--- config.mk ---
export PLATFORM = sky130hd
export DESIGN_NAME = sdram_rr_arbiter
export DESIGN_NICKNAME = d
export VERILOG_FILES = /design/src/rtl/sdram_rr_arbiter.sv
export SDC_FILE = /design/constraint.sdc
export NUM_CORES = 1
export LEC_CHECK = 0
export BUFFER_PORTS_ARGS = -buffer_cell sky130_fd_sc_hd__buf_4
export CORE_ASPECT_RATIO = 1.5
export CORE_MARGIN = 5
export CORE_UTILIZATION = 41
export CTS_CLUSTER_DIAMETER = 120
export DETAILED_ROUTE_END_ITERATION = 8
export GPL_ROUTABILITY_DRIVEN = 0
export PLACE_DENSITY = 0.74
export SYNTH_ARGS = -nofsm -noshare
export SYNTH_HDL_FRONTEND = slang
export SYNTH_SLANG_ARGS = --single-unit
export TNS_END_PERCENT = 10
--- constraint.sdc ---
create_clock -name clk -period 2.5 [get_ports clk]
set_clock_uncertainty 0.1 [all_clocks]
set_input_delay 0.125 -clock clk [delete_from_list [all_inputs] [get_ports clk]]
set_output_delay 0.125 -clock clk [all_outputs]
set_load 0.1 [all_outputs]
--- src/rtl/sdram_rr_arbiter.sv ---
// rtl/sdram_rr_arbiter.sv - two-port round-robin arbiter in front of the sdram controller user port
module sdram_rr_arbiter #(
    parameter int ADDR_W  = 25,
    parameter int DATA_W  = 32,
    parameter int TIMEOUT = 1023
) (
    input  logic              clk,
    input  logic              rst_n,
    input  logic              m0_req,
    input  logic              m0_we,
    input  logic [3:0]        m0_sel,
    input  logic [ADDR_W-1:0] m0_adr,
    input  logic [DATA_W-1:0] m0_wdat,
    output logic              m0_ack,
    output logic [DATA_W-1:0] m0_rdat,
    output logic              m0_err,
    input  logic              m1_req,
    input  logic              m1_we,
    input  logic [3:0]        m1_sel,
    input  logic [ADDR_W-1:0] m1_adr,
    input  logic [DATA_W-1:0] m1_wdat,
    output logic              m1_ack,
    output logic [DATA_W-1:0] m1_rdat,
    output logic              m1_err,
    output logic [ADDR_W-1:0] ctrl_addr,
    output logic              ctrl_rw,
    output logic [DATA_W-1:0] ctrl_wdata,
    output logic [3:0]        ctrl_mask,
    output logic              ctrl_in_valid,
    input  logic              ctrl_busy,
    input  logic [DATA_W-1:0] ctrl_rdata,
    input  logic              ctrl_out_valid
);

    localparam int CNT_W = (TIMEOUT < 2) ? 1 : $clog2(TIMEOUT + 1);
    localparam logic [CNT_W-1:0] TO_CNT = CNT_W'(TIMEOUT);

    typedef enum logic [2:0] {IDLE, WR, RD_REQ, RD_WAIT, ACK} state_t;

    state_t             state, state_d;
    logic               grant, grant_d;
    logic               last_grant, last_grant_d;
    logic [CNT_W-1:0]   cnt, cnt_d;
    logic [ADDR_W-1:0]  ctrl_addr_d;
    logic               ctrl_rw_d;
    logic [DATA_W-1:0]  ctrl_wdata_d;
    logic [3:0]         ctrl_mask_d;
    logic               ctrl_in_valid_d;
    logic               m0_ack_d, m1_ack_d, m0_err_d, m1_err_d;
    logic [DATA_W-1:0]  m0_rdat_d, m1_rdat_d;
    logic               pick, req_we;
    logic [3:0]         req_sel;
    logic               fin, fin_err;
    logic [DATA_W-1:0]  fin_data;

    always_comb begin
        state_d         = state;
        grant_d         = grant;
        last_grant_d    = last_grant;
        cnt_d           = cnt;
        ctrl_addr_d     = ctrl_addr;
        ctrl_rw_d       = ctrl_rw;
        ctrl_wdata_d    = ctrl_wdata;
        ctrl_mask_d     = ctrl_mask;
        ctrl_in_valid_d = 1'b0;
        pick            = 1'b0;
        req_we          = 1'b0;
        req_sel         = 4'h0;
        fin             = 1'b0;
        fin_err         = 1'b0;
        fin_data        = '0;
        m0_ack_d        = 1'b0;
        m1_ack_d        = 1'b0;
        m0_err_d        = 1'b0;
        m1_err_d        = 1'b0;
        m0_rdat_d       = '0;
        m1_rdat_d       = '0;

        case (state)
            IDLE: begin
                if (m0_req || m1_req) begin
                    // on a tie the port that did not win last time goes first
                    pick            = (m0_req && m1_req) ? ~last_grant : m1_req;
                    req_we          = pick ? m1_we : m0_we;
                    req_sel         = pick ? m1_sel : m0_sel;
                    grant_d         = pick;
                    last_grant_d    = pick;
                    ctrl_addr_d     = pick ? m1_adr : m0_adr;
                    ctrl_wdata_d    = pick ? m1_wdat : m0_wdat;
                    ctrl_rw_d       = req_we;
                    ctrl_mask_d     = req_we ? req_sel : 4'h0;
                    ctrl_in_valid_d = 1'b1;
                    state_d         = req_we ? WR : RD_REQ;
                end
            end
            WR: begin
                if (ctrl_busy) begin
                    ctrl_in_valid_d = 1'b1;
                end else begin
                    fin     = 1'b1;
                    state_d = ACK;
                end
            end
            RD_REQ: begin
                if (ctrl_busy) begin
                    ctrl_in_valid_d = 1'b1;
                end else begin
                    state_d = RD_WAIT;
                end
            end
            RD_WAIT: begin
                cnt_d = cnt + CNT_W'(1);
                // returned data beats a timeout landing in the same cycle
                if (ctrl_out_valid) begin
                    fin      = 1'b1;
                    fin_data = ctrl_rdata;
                    state_d  = ACK;
                end else if (TIMEOUT != 0 && cnt == TO_CNT) begin
                    fin     = 1'b1;
                    fin_err = 1'b1;
                    state_d = ACK;
                end
            end
            ACK: begin
                cnt_d   = '0;
                state_d = IDLE;
            end
            default: state_d = IDLE;
        endcase

        if (fin) begin
            m0_ack_d  = ~grant;
            m1_ack_d  = grant;
            m0_err_d  = ~grant & fin_err;
            m1_err_d  = grant & fin_err;
            m0_rdat_d = grant ? '0 : fin_data;
            m1_rdat_d = grant ? fin_data : '0;
        end
    end

    always_ff @(posedge clk) begin
        if (!rst_n) begin
            state         <= IDLE;
            grant         <= 1'b0;
            last_grant    <= 1'b1;
            cnt           <= '0;
            ctrl_addr     <= '0;
            ctrl_rw       <= 1'b0;
            ctrl_wdata    <= '0;
            ctrl_mask     <= 4'h0;
            ctrl_in_valid <= 1'b0;
            m0_ack        <= 1'b0;
            m1_ack        <= 1'b0;
            m0_err        <= 1'b0;
            m1_err        <= 1'b0;
            m0_rdat       <= '0;
            m1_rdat       <= '0;
        end else begin
            state         <= state_d;
            grant         <= grant_d;
            last_grant    <= last_grant_d;
            cnt           <= cnt_d;
            ctrl_addr     <= ctrl_addr_d;
            ctrl_rw       <= ctrl_rw_d;
            ctrl_wdata    <= ctrl_wdata_d;
            ctrl_mask     <= ctrl_mask_d;
            ctrl_in_valid <= ctrl_in_valid_d;
            m0_ack        <= m0_ack_d;
            m1_ack        <= m1_ack_d;
            m0_err        <= m0_err_d;
            m1_err        <= m1_err_d;
            m0_rdat       <= m0_rdat_d;
            m1_rdat       <= m1_rdat_d;
        end
    end

endmodule

# After elaboration in Yosys (flattened, before gate mapping)
# Cells that the tools add are included.
dict set report classes {
  eq_ne 9
  add_sub_neg 1
  muxes 25
  bitwise 6
  n_reduce_logical 10
}
# op n
set ops {}
lappend ops {{$mux W32} 3}
lappend ops {{$mux W25} 1}
lappend ops {{$pmux W10 S2} 1}
lappend ops {{$mux W3} 5}
lappend ops {{$pmux W3 S4} 1}
lappend ops {{$add A10 B1 Y10 const B} 1}
lappend ops {{$eq A10 B10 Y1 const B} 1}
lappend ops {{$mux W1} 9}
lappend ops {{$mux W4} 2}
lappend ops {{$eq A3 B2 Y1 const B} 2}
lappend ops {{$ne A2 B2 Y1 const B} 3}
lappend ops {{$not A1 Y1} 4}
lappend ops {{$pmux W1 S2} 2}
lappend ops {{$reduce_and A2 Y1} 2}
lappend ops {{$reduce_and A4 Y1} 1}
lappend ops {{$eq A3 B1 Y1 const B} 1}
lappend ops {{$eq A3 B3 Y1 const B} 1}
lappend ops {{$logic_not A3 Y1} 1}
lappend ops {{$ne A3 B3 Y1 const B} 1}
lappend ops {{$reduce_and A3 Y1} 1}
lappend ops {{$reduce_or A3 Y1} 1}
lappend ops {{$and A1 B1 Y1} 2}
lappend ops {{$mux W2} 1}
lappend ops {{$reduce_bool A2 Y1} 1}
lappend ops {{other kinds (3)} 3}
dict set report word_totals {
  wordCells 66
  input_bits 162
  regBits 146
  output_inout_bits 131
}

# Depth between registers and ports, before layout
# Gate-level depths: netlist (run 1).
dict set report depth {
  depth_word 6
  depth_mapped 7
  depth_no_buf 5
}

# Least setup slack after synthesis (run 1)
# Ideal clock, no wire load.
dict set report synth_path {
  kind {register -> register}
  start {reg cnt[0]}
  end {reg m0_err}
  t_required_ns 2.335
  arrival_time_ns 1.543
  setup_ns 0.065
  synth_period_minus_slack_ns 1.709
  path_stages_with_launch 6
  slack_ns 0.791
  n_path_buf 0
  cell_sequence {dfxtp_1 ha_1 and4_1 nand3_1 or4_1 nor2_1}
}
dict set report synth_via {
  elab_chain_cells 5
  word_cells_on_any_way 8
  cone_classes {eq/ne: 1; mux: 5; bitwise: 1; reduce/logical: 1}
}
# element line_no
set synth_rtl {}
lappend synth_rtl {{start: declaration} 43} ;# logic [CNT_W-1:0] cnt, cnt_d;
lappend synth_rtl {{start signal: assignment} 162} ;# cnt <= cnt_d;
lappend synth_rtl {{$eq A10 B10 Y1 *} 118} ;# end else if (TIMEOUT != 0 && cnt == TO_CNT) begin
lappend synth_rtl {{$mux W1 *} 118}
lappend synth_rtl {{$mux W1} 114} ;# if (ctrl_out_valid) begin
lappend synth_rtl {{$pmux W1 S2 / $mux W1 (equally long branches)} 79} ;# case (state)
lappend synth_rtl {{$reduce_and A2 Y1 (no source line) / $and A1 B1 Y1 (equally long branches)} --}
lappend synth_rtl {{end signal: assignment} 170} ;# m0_err <= m0_err_d;
lappend synth_rtl {{end: declaration} 16} ;# output logic m0_err,
# Every way passes the cells marked *; elsewhere a longest branch is shown, timed or not.
# A chain may end at the register's enable or synchronous reset.

# Worst setup path after layout (run 1)
dict set report layout_path {
  start {reg last_grant}
  end {reg ctrl_wdata[28]}
}
dict set report layout_via {
  elab_chain_cells 3
}
# element line_no
set layout_rtl {}
lappend layout_rtl {{start: declaration} 42} ;# logic last_grant, last_grant_d;
lappend layout_rtl {{start signal: assignment} 161} ;# last_grant <= last_grant_d;
lappend layout_rtl {{$not A1 Y1} 83} ;# pick = (m0_req && m1_req) ? ~last_grant : m1_req;
lappend layout_rtl {{$mux W1} 83}
lappend layout_rtl {{$mux W32} 89} ;# ctrl_wdata_d = pick ? m1_wdat : m0_wdat;
lappend layout_rtl {{end signal: assignment} 165} ;# ctrl_wdata <= ctrl_wdata_d;
lappend layout_rtl {{end: declaration} 27} ;# output logic [DATA_W-1:0] ctrl_wdata,
# No other way between the ends.

==> qor.txt, run 1 <==
First-pass DRT Iterations - 5
Num CTS Buffers - 17
Synthesis Warnings - 0
Final ANT Viol Nets - 0
Gr usage total - 0.237
Total power - 11.4 mW
PortBufs - 292
Post-Place Cells - 954
Async S/R FF share, synth - 0
Cell row count - 52
Final WS setup - 287 ps
Sequential share of the synthesized area - 0.525
Routed wire per std cell - 17.4 µm
Setup violators final - 0
Ys flop type - dfxtp_1
RSZ-0062 raised after global routing - false
Die area - 16100 µm²
Critical path arrival - 2420 ps
Cells after synthesis - 535
Diodes inserted - 0
P&R area growth vs syn - 75.5%
Pwr/cell area - 1170 nW/µm²
CTS H-tree depth - 4
Yosys top cell by area - dfxtp_1
Number of flops mapped to enable cells by yosys - 0
Clock transition at path regs - 70 ps
Critical path class - reg2reg
Num ports - 293
Utilization after layout - 0.729
Delay of the slowest critical-path stage - 590 ps
CP required - 2710 ps
Actual slew at the worst max-slew pin - 507 ps
Clock Tree Buf Depth - 2
Dpl hpwl - 12.4 mm
Post_cts resized - 0
Setup total negative slack - 0 ps
Max Cap Violations - 0
Routed wire length - 19.5 mm
Initial Util - 0.416
R2r endpoint - ctrl_wdata[28]
Cell Count, Final, Fillers Out - 1120
Largest cells by area after synthesis - dfxtp_1, mux2i_1, o211a_1
Clock sink count - 146
DRC - 0
CP cell instances - a21boi_4 -> buf_12 -> mux2i_1 -> dlygate4sd3_1 -> nand2_1 -> o211a_1
Static Leak - 5.01 nW
Rel. slew slack - 0.653
Worst-skew pair later-pin latency - 400 ps
Root buf cell - clkbuf_16
Crit path max fanout - 56
Hold EP - ctrl_wdata[17]
Die W - 105 µm
Cell variety after synth - 37
Placeable Area - 13400 µm²
Final #Nets - 1109
Syn Nets - 698
Max-slew violation count - 0
Worst hold stages - 4
DR vias/cell - 5.00
1st-iter DRT viols - 175
Yosys top cell area share - 0.525
Startpoint types - flip-flop
Hold Violations, Final - 0
Total gr overflow - 0
Filler cells - 837
Final Cycle Share - 0.885
Routed vias - 5602
Number of antenna violations at the first check in global routing - 0
Most frequent cell after synthesis - dfxtp_1
Setup WS pre-CTS - 600 ps
Outcome - complete, no violations
Synth Area per Inst - 10.4 µm²
Post-Syn Area - 5570 µm²
Worst vdd ir - 0.000961 V
R2R cell count - 6
Synth top cells by count - dfxtp_1, nand2_1, and2_1
Crit end category - flip-flop
First-pass GRT wire length - 30.8 mm
Worst r2r src - last_grant
Max Freq - 0.452 GHz
Synthesis-stage register bit count - 146
CTS tree - built
Vert. Die Dim - 153 µm
Worst Hold Class - in2reg
Vias in the first global route - 5963
Slowest cell on crit path - dlygate4sd3_1
Worst Hold Launch - m1_wdat[17]
Pin count of the biggest net entering global routing - 100
Crit path time final - 2210 ps
R2r setup slk - 290 ps
Layout cells sized above 1 - 0.349
-- report_power, final --
group	total, mW	internal (mW)	switching, mW
combinational	5.83	1.51	4.32
clock	2.45	1.40	1.06
sequential	3.12	2.80	0.316
total	11.4	5.70	5.69
-- sequential cells by signal, summed over array words and instances (netlist names), 3 cells and up --
name        cells
cnt            10
ctrl_addr      25
ctrl_mask       4
ctrl_wdata     32
m0_rdat        32
m1_rdat        32
state           3
-- layout make-up --
cell class	instances	area, µm²	share of cell area
timing repair buffer	434	3620	0.370
sequential	146	2920	0.299
multi-input combinational	343	2450	0.250
clock buffer	17	425	0.0435
tap	162	203	0.0207
clock inverter	14	143	0.0146
inverter	4	15.0	0.00154
-- how the worst max path moves through the flow --
| stage | startpoint | end | slack (ps) | cells past startpoint |
|---|---|---|---|---|
| floorplan | cnt[0] | m0_err | 790 | 5 |
| global placement | state[2] | ctrl_mask[3] | 690 | 3 |
| detailed placement | state[2] | ctrl_mask[2] | 600 | 3 |
| CTS | last_grant | ctrl_wdata[12] | 340 | 6 |
| global route | last_grant | ctrl_wdata[16] | 200 | 6 |
| finish | last_grant | ctrl_wdata[28] | 290 | 6 |
-- per-stage QoR --
| stage | cell area (µm²) | hold WS [ps] |
|---|---|---|
| after floorplan | 5570 | 147 |
| after global placement | 7860 | 236 |
| after detailed placement | 7860 | 237 |
| after CTS | 9780 | 1.15 |
| after global routing | 9780 | 10.1 |
| final | 9780 | 11.6 |
-- cells in the final DEF, fill, tap and decap left out, types with 2 or more instances in the layout --
master,n
clkinvlp_4,5
inv_8,2
buf_12,2
a21o_1,5
and3_1,4
nand2_1,81
clkbuf_16,17
or3_1,5
inv_6,6
o211a_1,58
or4_1,2
mux2i_1,64
dfxtp_1,146
nor2_1,6
a21oi_1,8
buf_4,297
and2_1,69
a221oi_1,2
nand3_1,6
o21ai_0,2
inv_1,4
a31oi_1,2
dlygate4sd3_1,135
a41oi_1,2
nand4_1,3
and4_1,3
a21boi_1,5
a311oi_1,2
-- logic make-up (layout without fill, tap and decap cells) --
logic type	after synthesis	count (layout)	share of synthesized area
AND/OR/NAND/NOR	185	185	0.169
flip-flops	146	146	0.525
AO/OA/AOI/OAI	92	92	0.148
multiplexers	65	65	0.117
buffers and inverters	46	469	0.0391
adder cells (fa/ha/maj)	1	1	0.00225
-- repair_timing --
action / in CTS / in global routing
buffers inserted: 0 / 0
endpoints found under the hold margin: 121 / 0
hold buffers: 135 / 0
-- worst max-delay path, delay by kind of cell (launching register included) --
| kind | cells | cell delay, ps |
|---|---|---|
| buf+inv | 2 | 930 |
| flops | 1 | 340 |
| compound gates | 2 | 330 |
| mux | 1 | 290 |
| simple gates | 1 | 50 |
-- metal layers --
layer	global-route usage	vias to the layer above	routed length, µm
met5	0	-	0
met4	0.104	0	477
met3	0.0682	30	1580
met2	0.418	277	10200
met1	0.261	2612	7290
li1	-	2683	-
(Power assumes the default switching activity.)
==> inputs of run 2 (changes only) <==
CELL_PAD_IN_SITES_DETAIL_PLACEMENT = 1   (was unset)
CELL_PAD_IN_SITES_GLOBAL_PLACEMENT = 2   (was unset)
CORE_UTILIZATION = 28   (was 41)
PLACE_DENSITY = unset   (was 0.74)
PLACE_DENSITY_LB_ADDON = 0.1   (was unset)
clock period = 2.57 ns   (was 2.5 ns; I/O delays follow)
==> qor.txt, run 2 (synthesis gave the netlist of run 1 again) <==
R2R cell count - 6 (unchanged)
Die W - 125 µm (was 105 µm)
Setup WS pre-CTS - 621 ps (was 600 ps)
R2r setup slk - 330 ps (was 290 ps)
Power share of the clock group - 0.221 (was 0.215)
Hold buffers post-CTS - 143 (was 135)
PortBufs - 292 (unchanged)
Layout cells sized above 1 - 0.345 (was 0.349)
Crit path time final - 2240 ps (was 2210 ps)
Pwr/cell area - 1120 nW/µm² (was 1170 nW/µm²)
Critical path arrival - 2450 ps (was 2420 ps)
Setup bufs post-CTS - 0 (unchanged)
Vert. Die Dim - 183 µm (was 153 µm)
Routed wire per std cell - 17.1 µm (was 17.4 µm)
Number of antenna violations at the first check in global routing - 2 (was 0)
Filler cells - 2197 (was 837)
CTS tree - built (unchanged)
Static Leak - 5.07 nW (was 5.01 nW)
Worst hold slack - 12.5 ps (was 11.6 ps)
Clock sink count - 146 (unchanged)
P&R area growth vs syn - 79.6% (was 75.5%)
Setup total negative slack - 0 ps (unchanged)
Top flop regs - ctrl_wdata (32), m0_rdat (32), m1_rdat (32) (unchanged)
Final ANT Viol Nets - 0 (unchanged)
Net Sw Power - 5.53 mW (was 5.69 mW)
Max Freq - 0.446 GHz (was 0.452 GHz)
R2r endpoint - ctrl_wdata[17] (was ctrl_wdata[28])
DR vias/cell - 4.55 (was 5.00)
First-pass DRT Iterations - 4 (was 5)
Hold EP - ctrl_addr[20] (was ctrl_wdata[17])
DRC - 0 (unchanged)
Vias in the first global route - 6284 (was 5963)
Routed vias - 5593 (was 5602)
Setup violators final - 0 (unchanged)
Cell row count - 63 (was 52)
Storage cell area - 2920 µm² (unchanged)
Clock Tree Buf Depth - 2 (unchanged)
Worst vdd ir - 0.000599 V (was 0.000961 V)
Pin count of the biggest net entering global routing - 113 (was 100)
Int Power - 5.68 mW (was 5.70 mW)
Switching share of power - 0.493 (was 0.499)
CP required - 2780 ps (was 2710 ps)
Outcome - complete, no violations (unchanged)
Num CTS Buffers - 17 (unchanged)
Root buf cell - clkbuf_16 (unchanged)
Worst r2r src - last_grant (unchanged)
Final WS setup - 326 ps (was 287 ps)
Flop pwr share - 0.269 (was 0.273)
Post_cts resized - 0 (unchanged)
Dpl hpwl - 14.8 mm (was 12.4 mm)
Worst hold stages - 4 (unchanged)
Actual slew at the worst max-slew pin - 568 ps (was 507 ps)
Most frequent cells in the layout - buf_4, dfxtp_1, dlygate4sd3_1, nand2_1, and2_1 (unchanged)
Gr usage total - 0.183 (was 0.237)
Crit end category - flip-flop (unchanged)
Worst Hold Launch - m0_adr[20] (was m1_wdat[17])
Worst Hold Class - in2reg (unchanged)
Max-slew violation count - 0 (unchanged)
Crit path max fanout - 23 (was 56)
Commonest non-fill, non-tap cell in the layout - buf_4 (unchanged)
Routed wire length - 21.0 mm (was 19.5 mm)
Critical path class - reg2reg (unchanged)
Multi-input gate area - 2450 µm² (unchanged)
First-pass GRT wire length - 33.2 mm (was 30.8 mm)
Final Cycle Share - 0.873 (was 0.885)
Num ports - 293 (unchanged)
Clock transition at path regs - 60 ps (was 70 ps)
Total gr overflow - 0 (unchanged)
Final #Nets - 1117 (was 1109)
1st-iter DRT viols - 175 (unchanged)
Hold Violations, Final - 0 (unchanged)
RSZ-0062 raised after global routing - false (unchanged)
Logic gate share of total power - 0.510 (was 0.511)
Worst-skew pair later-pin latency - 420 ps (was 400 ps)
Rel. slew slack - 0.611 (was 0.653)
Placeable Area - 19700 µm² (was 13400 µm²)
Max Cap Violations - 0 (unchanged)
Initial Util - 0.283 (was 0.416)
CTS H-tree depth - 4 (unchanged)
Startpoint types - flip-flop (unchanged)
Die area - 22900 µm² (was 16100 µm²)
## run 2: metal layers
layer / vias up / wire (µm) / global-route usage
met5: - / 7 / 0
met4: 2 / 427 / 0.0621
met3: 27 / 1700 / 0.0752
met2: 196 / 11700 / 0.351
met1: 2669 / 7160 / 0.174
li1: 2699 / - / -
## run 2: through the flow
step,utilization,cell area [µm²],total power [mW],cells
4_1_cts,0.507,10000,11.3,1227
6_report,0.508,10000,11.2,1228
3_5_place_dp,0.405,7980,8.55,1052
2_1_floorplan,-,5570,7.24,535
5_1_grt,0.508,10000,11.7,1228
3_3_place_gp,0.405,7980,8.44,1052
## run 2: power groups by stage
stage / combinational (mW) / sequential (mW) / clock, mW
after floorplan: 1.26 / 5.98 / 0
after global placement: 5.41 / 3.03 / 0
after detailed placement: 5.49 / 3.06 / 0
after CTS: 5.76 / 3.02 / 2.56
after global routing: 5.97 / 3.08 / 2.66
final: 5.72 / 3.01 / 2.48
## run 2: worst max-delay path, stage by stage, from the launching register on
cell           delay [ps]
dfxtp_1               340
a21boi_4              210
buf_4                 430
mux2i_1               260
dlygate4sd3_1         580
nand2_1                60
o211a_1               140
## run 2: worst max path at each step
stage	from	endpoint
after floorplan	cnt[0]	m0_err
after global placement	state[1]	m1_err
final	last_grant	ctrl_wdata[17]
after global routing	last_grant	ctrl_wdata[27]
after detailed placement	state[2]	ctrl_mask[3]
after CTS	last_grant	ctrl_addr[1]
## run 2: layout make-up
class,count,area share
repair buffers,442,0.370
flip-flops and latches,146,0.292
multi-input cells,343,0.245
clock buffers,19,0.0443
well taps,260,0.0325
clock inverters,13,0.0146
inverters,4,0.00150
diodes,1,0.000250
==> inputs of run 3 (changes only) <==
CORE_UTILIZATION = 26   (was 28)
clock period = 2.55 ns   (was 2.57 ns; I/O delays follow)
==> qor.txt, run 3 (synthesis gave the netlist of run 1 again) <==
Startpoint types - flip-flop (unchanged)
Crit end category - flip-flop (unchanged)
Vias in the first global route - 6247 (was 6284)
Initial Util - 0.264 (was 0.283)
First-pass GRT wire length - 31.7 mm (was 33.2 mm)
DRC - 0 (unchanged)
Setup bufs post-CTS - 0 (unchanged)
Dpl hpwl - 14.8 mm (about the same)
Pwr/cell area - 1130 nW/µm² (was 1120 nW/µm²)
Post_cts resized - 0 (unchanged)
Rel. slew slack - 0.622 (was 0.611)
Commonest non-fill, non-tap cell in the layout - buf_4 (unchanged)
Total gr overflow - 0 (unchanged)
First-pass DRT Iterations - 4 (unchanged)
Routed vias - 5582 (was 5593)
Final ANT Viol Nets - 0 (unchanged)
Static Leak - 5.06 nW (was 5.07 nW)
Slowest cell on crit path - dlygate4sd3_1 (unchanged)
Die area - 24500 µm² (was 22900 µm²)
CTS H-tree depth - 4 (unchanged)
Setup WS pre-CTS - 623 ps (was 621 ps)
Clock sink count - 146 (unchanged)
DR vias/cell - 4.53 (was 4.55)
Setup total negative slack - 0 ps (unchanged)
Max Freq - 0.470 GHz (was 0.446 GHz)
Outcome - complete, no violations (unchanged)
CP required - 2760 ps (was 2780 ps)
Final WS setup - 421 ps (was 326 ps)
Hold buffers post-CTS - 139 (was 143)
Diodes inserted - 0 (was 1)
Hold Violations, Final - 0 (unchanged)
Num CTS Buffers - 17 (unchanged)
Critical path arrival - 2340 ps (was 2450 ps)
PortBufs - 292 (unchanged)
Max Cap Violations - 0 (unchanged)
Worst vdd ir - 0.000519 V (was 0.000599 V)
1st-iter DRT viols - 158 (was 175)
Crit path time final - 2130 ps (was 2240 ps)
Cell row count - 65 (was 63)
Final #Nets - 1114 (was 1117)
Gr usage total - 0.166 (was 0.183)
Critical path class - reg2reg (unchanged)
Final Cycle Share - 0.835 (was 0.873)
Most frequent cells in the layout - buf_4, dfxtp_1, dlygate4sd3_1, nand2_1, and2_1 (unchanged)
Actual slew at the worst max-slew pin - 551 ps (was 568 ps)
Placeable Area - 21100 µm² (was 19700 µm²)
Pin count of the biggest net entering global routing - 95 (was 113)
Cell Count, Final, Fillers Out - 1232 (was 1228)
CP cell instances - a21boi_4 -> buf_12 -> mux2i_1 -> dlygate4sd3_1 -> nand2_1 -> o211a_1 (was a21boi_4 -> buf_4 -> mux2i_1 -> dlygate4sd3_1 -> nand2_1 -> o211a_1)
Top flop regs - ctrl_wdata (32), m0_rdat (32), m1_rdat (32) (unchanged)
Worst Hold Class - in2reg (unchanged)
Crit path max fanout - 47 (was 23)
Vert. Die Dim - 189 µm (was 183 µm)
Routed wire per std cell - 16.7 µm (was 17.1 µm)
Worst-skew pair later-pin latency - 420 ps (about the same)
CTS tree - built (unchanged)
RSZ-0062 raised after global routing - false (unchanged)
Clock Tree Buf Depth - 2 (unchanged)
Max-slew violation count - 0 (unchanged)
Die W - 130 µm (was 125 µm)
Num ports - 293 (unchanged)
Post-Place Cells - 1061 (was 1052)
Clock transition at path regs - 60 ps (about the same)
Number of antenna violations at the first check in global routing - 0 (was 2)
Routed wire length - 20.6 mm (was 21.0 mm)
Delay of the slowest critical-path stage - 580 ps (about the same)
Setup violators final - 0 (unchanged)
P&R area growth vs syn - 79.5% (was 79.6%)
Root buf cell - clkbuf_16 (unchanged)
Layout cells sized above 1 - 0.348 (was 0.345)
[run 3: cell types whose count changed in the layout (fill, tap and decap cells not counted)]
cell,previous run,this run
dlygate4sd3_1,143,139
clkbuf_8,1,4
buf_4,297,298
inv_6,6,2
clkinv_2,2,1
diode_2,1,0
clkinv_4,1,3
[run 3: metrics by stage]
step	area, µm²	total power, mW	utilization	hold WS [ps]
after global placement	8000	8.53	0.380	234
after global routing	10000	11.8	0.475	7.87
after CTS	10000	11.4	0.475	0.126
after floorplan	5570	7.30	-	149
after detailed placement	8000	8.61	0.380	241
final	10000	11.3	0.475	12.1
[run 3: layout make-up]
cell class,instances,area [µm²]
fill,2357,11100
timing repair buffer,439,3670
sequential,146,2920
multi-input combinational,343,2450
clock buffer,22,484
tap,268,335
clock inverter,10,124
inverter,4,15.0
[run 3: power breakdown]
part	internal [mW]	leakage [nW]	switching, mW
clock	1.55	0.293	0.968
sequential	2.74	1.19	0.293
combinational	1.49	3.58	4.26
total	5.79	5.06	5.52
[run 3: path summary, 6_finish.rpt]
check                     from        endpoint  slack [ps]  cells past startpoint
hold reg to reg   ctrl_mask[0]    ctrl_mask[0]         360                      2
setup / recovery    last_grant  ctrl_wdata[19]         420                      6
setup reg to reg    last_grant  ctrl_wdata[19]         420                      6
hold / removal      m1_adr[21]   ctrl_addr[21]          10                      4
[run 3: critical path: cells and delay by family (launching register included)]
family                 cells  cell delay [ps]
AOI/OAI and AO/OA          2              340
buffers and inverters      2              880
DFF                        1              330
muxes                      1              250
and+or+nand+nor            1               60
[run 3: per-layer routing]
metal  vias up  share of wire  GRT usage
met1      2699           0.34      0.158
met2       169           0.57      0.325
met4         0          0.028     0.0652
met5         -              0          0
met3        31          0.066     0.0500
li1       2683              -          -
